--- src/rtl/branch_redirect_ctrl.sv ---
// branch_redirect_ctrl: sequences PC redirection around the EX-stage branch/jump decision
// Defining BRANCH_STATS_EN adds saturating event counters statTaken/statNotTaken/statJump/statTimeout.
`ifndef Sequence
`define Sequence 2'b00
`endif
`ifndef Branch
`define Branch 2'b01
`endif
`ifndef Jump
`define Jump 2'b10
`endif
`ifndef NotBranch
`define NotBranch 2'b11
`endif
module branch_redirect_ctrl #(
  parameter int MAX_WAIT = 4
`ifdef BRANCH_STATS_EN
  ,
  parameter int CNT_W = 16
`endif
) (
  input  logic             clk,
  input  logic             rst,
  input  logic             idValid,
  input  logic [1:0]       idChangeType,
  input  logic [1:0]       exBranchOrJump,
  input  logic             loadUseStall,
  output logic [1:0]       pcSel,
  output logic             pcWrite,
  output logic             ifidWrite,
  output logic             ifidFlush,
  output logic             idexFlush,
  output logic             busy,
  output logic             timeout
`ifdef BRANCH_STATS_EN
  ,
  output logic [CNT_W-1:0] statTaken,
  output logic [CNT_W-1:0] statNotTaken,
  output logic [CNT_W-1:0] statJump,
  output logic [CNT_W-1:0] statTimeout
`endif
);
  localparam int W = $clog2(MAX_WAIT + 1);
  typedef enum logic [1:0] {RUN, BR_WAIT, REDIRECT} state_t;
  state_t state, state_n;
  logic [W-1:0] cnt, cnt_n;
  logic [1:0] sel_q, sel_n;
  // state, wait counter and latched redirect target select
  always_ff @(posedge clk) begin
    if (rst) begin
      state <= RUN;
      cnt   <= '0;
      sel_q <= `Sequence;
    end else begin
      state <= state_n;
      cnt   <= cnt_n;
      sel_q <= sel_n;
    end
  end
  // next state and pipeline control; outputs react in the same cycle as the ID/EX inputs
  always_comb begin
    state_n   = state;
    cnt_n     = cnt;
    sel_n     = sel_q;
    pcSel     = `Sequence;
    pcWrite   = 1'b1;
    ifidWrite = 1'b1;
    ifidFlush = 1'b0;
    idexFlush = 1'b0;
    timeout   = 1'b0;
    case (state)
      RUN: begin
        if (loadUseStall) begin
          pcWrite   = 1'b0;
          ifidWrite = 1'b0;
          idexFlush = 1'b1;
        end else if (idValid && idChangeType == `Jump) begin
          pcSel     = `Jump;
          ifidFlush = 1'b1;
        end else if (idValid && idChangeType == `Branch) begin
          pcWrite   = 1'b0;
          ifidWrite = 1'b0;
          state_n   = BR_WAIT;
          cnt_n     = '0;
        end
      end
      BR_WAIT: begin
        pcWrite   = 1'b0;
        ifidWrite = 1'b0;
        idexFlush = 1'b1;
        case (exBranchOrJump)
          `Branch: begin
            state_n = REDIRECT;
            sel_n   = `Branch;
          end
          `Jump: begin
            state_n = REDIRECT;
            sel_n   = `Jump;
          end
          `NotBranch: state_n = RUN;
          default: begin
            if (cnt == W'(MAX_WAIT - 1)) begin
              timeout = 1'b1;
              state_n = RUN;
            end else begin
              cnt_n = cnt + 1'b1;
            end
          end
        endcase
      end
      REDIRECT: begin
        pcSel     = sel_q;
        ifidFlush = 1'b1;
        state_n   = RUN;
      end
      default: state_n = RUN;
    endcase
  end
  assign busy = state != RUN;
`ifdef BRANCH_STATS_EN
  logic ev_taken, ev_not, ev_jump;
  assign ev_taken = state == BR_WAIT && exBranchOrJump == `Branch;
  assign ev_not   = state == BR_WAIT && exBranchOrJump == `NotBranch;
  assign ev_jump  = state == RUN && !loadUseStall && idValid && idChangeType == `Jump;
  // saturating event counters
  always_ff @(posedge clk) begin
    if (rst) begin
      statTaken    <= '0;
      statNotTaken <= '0;
      statJump     <= '0;
      statTimeout  <= '0;
    end else begin
      if (ev_taken && !(&statTaken)) statTaken <= statTaken + 1'b1;
      if (ev_not && !(&statNotTaken)) statNotTaken <= statNotTaken + 1'b1;
      if (ev_jump && !(&statJump)) statJump <= statJump + 1'b1;
      if (timeout && !(&statTimeout)) statTimeout <= statTimeout + 1'b1;
    end
  end
`endif
endmodule

--- config.mk ---
export PLATFORM = sky130hd
export DESIGN_NAME = branch_redirect_ctrl
export DESIGN_NICKNAME = d
export VERILOG_FILES = /design/src/rtl/branch_redirect_ctrl.sv
export SDC_FILE = /design/constraint.sdc
export NUM_CORES = 1
export LEC_CHECK = 0
export CAP_MARGIN = 10
export CORE_AREA = 4 4 41 43
export DETAILED_ROUTE_END_ITERATION = 8
export DIE_AREA = 0 0 45 47
export PLACE_DENSITY = 0.7
export SLEW_MARGIN = 30
export SYNTH_ARGS = -nofsm -noshare
export SYNTH_HDL_FRONTEND = slang
export SYNTH_SLANG_ARGS = --single-unit
--- constraint.sdc ---
create_clock -name clk -period 1.8 [get_ports clk]
set_input_delay 0.36 -clock clk [delete_from_list [all_inputs] [get_ports clk]]
set_output_delay 0.36 -clock clk [all_outputs]
set_load 0.005 [all_outputs]
-- Yosys cells after proc, flatten, opt, wreduce, memory -nomap -nowiden
Index checks and enable logic that the tools add are counted.
- bits in registers: 7
- input port bits: 8
- output and inout port bits: 8
- logic and storage cells: 57
- $add $sub $neg: 1
- eq/ne operators: 14
- multiplexer cells: 28
- reductions and logical operators: 11
- operator list (operator ; number):
    2-bit one-hot mux with 2 select lines ; 4
    3-bit 2-to-1 mux ; 5
    2-bit 2-to-1 mux ; 6
    2-bit inequality test, second input constant ; 5
    1-bit 2-to-1 mux ; 9
    2-bit == test, second input constant ; 4
    2-bit by 1-bit == test with 1-bit output, second input constant ; 3
    1-bit one-hot mux with 2 select lines ; 3
    3-bit one-hot mux with 2 select lines ; 1
    6-bit AND reduction ; 1
    2-bit nonzero test ; 3
    4-bit inequality test, second input constant ; 1
    4-bit AND reduction ; 1
    3-bit by 1-bit adder with 3-bit output, second input constant ; 1
    3-bit by 2-bit == test with 1-bit output, second input constant ; 1
    3-bit OR reduction ; 1
    1-bit logical AND ; 2
    2-bit zero test ; 1
    2-bit AND reduction ; 1
    2-bit OR reduction ; 1

-- Depth between registers and ports, before layout
- depth after elaboration: 6
- gate-level depth with buffers: 5
- depth with buffers taken out: 5

-- Least setup slack after synthesis
No wires, ideal clock.
- path kind: reg-to-reg
- start: register cnt[0]
- end: register cnt[0]
- library setup time: 117 ps
- arrival time: 1306 ps
- data required time: 1683 ps
- setup slack: 377 ps
- stages on the path, launching flop included: 6
- path buffers: 0
- period minus slack after synthesis: 1423 ps
- cells stage by stage: dfxtp_1 -> ha_1 -> ha_1 -> and4bb_4 -> nor3b_1 -> a22o_1
- longest elaborated chain between the ends: 4
- elaborated cells between the ends (all ways): 7
- those cells by class: add/sub (1); eq/ne (2); mux (3); reduce/logical (1)
- RTL lines (element ; RTL line ; source):
    from (decl) ; 46 ; logic [W-1:0] cnt, cnt_n;
    from (signal assigned) ; 56 ; cnt <= cnt_n;
    3-bit by 1-bit adder with 3-bit output ; 106 ; cnt_n = cnt + 1'b1;
    3-bit 2-to-1 mux ; 102 ; if (cnt == W'(MAX_WAIT - 1)) begin
    3-bit 2-to-1 mux ; 91 ; case (exBranchOrJump)
    3-bit one-hot mux with 2 select lines ; 71 ; case (state)
Parallel ways exist; a longest one is shown, timed or not. The select of a mux whose other input is x is not followed.
A chain may end at the register's enable or synchronous reset.

-- Worst setup path after layout
- start: input loadUseStall
- end: output ifidWrite
- longest elaborated chain between the ends: 2
- RTL lines (element ; RTL line ; source):
    from (decl) ; 27 ; input logic loadUseStall,
    1-bit 2-to-1 mux ; 73 ; if (loadUseStall) begin
    1-bit one-hot mux with 2 select lines ; 71 ;
    to (decl) ; 30 ; output logic ifidWrite,
Every way passes these cells.

==> impl_metrics.toml <==
[timing]
holdWs_ps = 473
period_needed_ps = 1670
setup_viol = 0
setup_tns_ps = 0
slew_headroom_pct = 77.0
period_share_pct = 92.6
grt_setup_unrepaired = "false"
finClkSkew_ps = 4.23
drv_slew = 0
timing.fmax_mhz = 600
hold_violations = 0
tightest_slew_ps = 344

[worst_setup_path]
worstPathRequired_ps = 1440
critical_path_class = "in -> out"
critPathMaxFanout = 2
cp-end-kind = "output port"
startpoint_type = "input port"
critPathArrivalTime_ps = 1310

[clock_network]
htreeDepth = 1
cts_hold_buf = 0
clock-root-buffer = "clkbuf_4"
cts_sinks = 7
clkTransAtPathRegs_ps = 50
ctsLongestPathBuffers = 2
clock_latency_ps = 260
cts_tree = "done"
cts_made_buffers = 3

[route]
post_drt_via_cell_ratio = 4.67
drc = 0
ant_nets = 0
drt-initial-drc-count = 4
drtPass1Iterations = 4
drt_wl_total_um = 1030
num_vias = 439
wl_per_cell_um = 10.9

[power]
p_leak_nw = 0.400
power.density_nw_per_um2 = 507
power_w = 0.000373
vdd_drop_max_mv = 0.361

[global_route]
grt_pass1_vias = 444
grt_pass1_wl_um = 1870
grt_overflow = 0
antenna_found_initial = 0
grt_max_degree = 11
grtUsageTotal_pct = 12.5

[die]
core_um2 = 1300
fp.dieArea_um2 = 2120
chipHeight_um = 47
io_pins = 16
die_w_um = 45
initial_core_util_pct = 37.1
rows = 13

[logic_synthesis]
synth_area_um2 = 483
synth_top_area_share_pct = 29.0
ys_types = 21
synth_seq_cells = 7
synth.area.top_cells = "dfxtp_1 29%, ha_1 13%, nor2_1 10%"
syn_area_per_cell_um2 = 8.94
synth_nets = 67
synthCells = 54
synth_warnings = 0
synth.largest_area_cell = "dfxtp_1"
ys_seq_area_share_pct = 29.0

[run_status]
status = "complete, no violations"

[finish]
regArea_um2 = 148
layout_commonest_cell = "nor2_1"
drive_gt1_share_pct = 32.9
utilization_pct = 56.5
multi_input_area_um2 = 318
area_growth_pct = 52.3
fill_cells = 127
final_cell_mix = "13 x nor2_1, 9 x buf_4, 5 x dfxtp_1, 5 x dlygate4sd2_1"
insertedDiodeCount = 0
nets = 93
final_cells = 94

[placed_design]
portBuffers = 15
hpwl_um = 813
placedCellCount = 89
place.gp.congestion = 0.715

[job]
drv_cap = 0

[min_path]
hold_class = "reg -> reg"
-- per-stage QoR --
step	setup WS, ps	cell area [um2]
floorplan	377	483
detailed placement	-501	688
global placement	-432	688
CTS	-201	738
global route	18.9	736
finish	134	736
-- worst paths after layout --
| check | cells past startpoint | slack [ps] | endpoint | from |
|---|---|---|---|---|
| max | 6 | 130 | ifidWrite | loadUseStall |
| min | 2 | 470 | cnt[1] | cnt[1] |
| max reg2reg | 5 | 260 | cnt[0] | cnt[0] |
| min reg2reg | 2 | 470 | cnt[1] | cnt[1] |
-- Yosys cell counts --
cell type  instances
a21oi_1            1
buf_4              1
or4_1              1
inv_1              5
and2_4             1
buf_2              1
and4bb_4           1
nand3b_1           2
nand2_1            4
o41ai_2            2
nor2_1            13
a22o_1             1
mux2i_1            3
buf_6              1
or2_2              1
nor4bb_1           1
dfxtp_1            7
ha_1               5
and4bb_1           1
nand2b_4           1
nor3b_1            1
-- critical path: stages --
cell and delay [ps]:
dlygate4sd2_1 270, buf_4 130, nor2_1 120, nor2_1 60, nor2_1 120, dlygate4sd2_1 250
-- sequential cells by signal, indices dropped and copies added (netlist names) --
name,count
cnt,3
sel_q,2
state,2
-- layout make-up --
type,count,share of cell area [%]
tap,15,2.55
inverter,5,2.55
sequential,7,20.1
multi-input combinational,39,43.2
timing repair buffer,24,28.1
clock buffer,4,3.57
-- report_power, final --
group          switching (W)  internal, W  leakage (nW)
Combinational      0.0000248    0.0000409         0.327
Sequential        0.00000206     0.000154        0.0580
Clock              0.0000663    0.0000851        0.0150
-- timing repair --
| item | 4_1_cts | 5_1_grt |
|---|---|---|
| endpoints found under the setup margin | 8 | 7 |
| setup buffers | 2 | 0 |
| resized for setup | 18 | 10 |
| pin swaps | 2 | 2 |
-- metal layers --
| metal | vias up | global-route usage (%) | share of wire, % |
|---|---|---|---|
| met4 | 0 | 8.77 | 2.1 |
| li1 | 232 | - | - |
| met1 | 192 | 13.5 | 42 |
| met3 | 2 | 3.07 | 9.2 |
| met5 | - | 0 | 0 |
| met2 | 13 | 21.5 | 46 |
-- logic make-up after synthesis --
family | share of synthesized area (%)
adder cells (fa/ha/maj) | 13.0
AND/OR/NAND/NOR | 33.4
AO/OA/AOI/OAI | 9.58
flip-flops | 29.0
multiplexers | 6.22
buffers and inverters | 8.81
No activity file was read; power rests on OpenSTA's default activity.
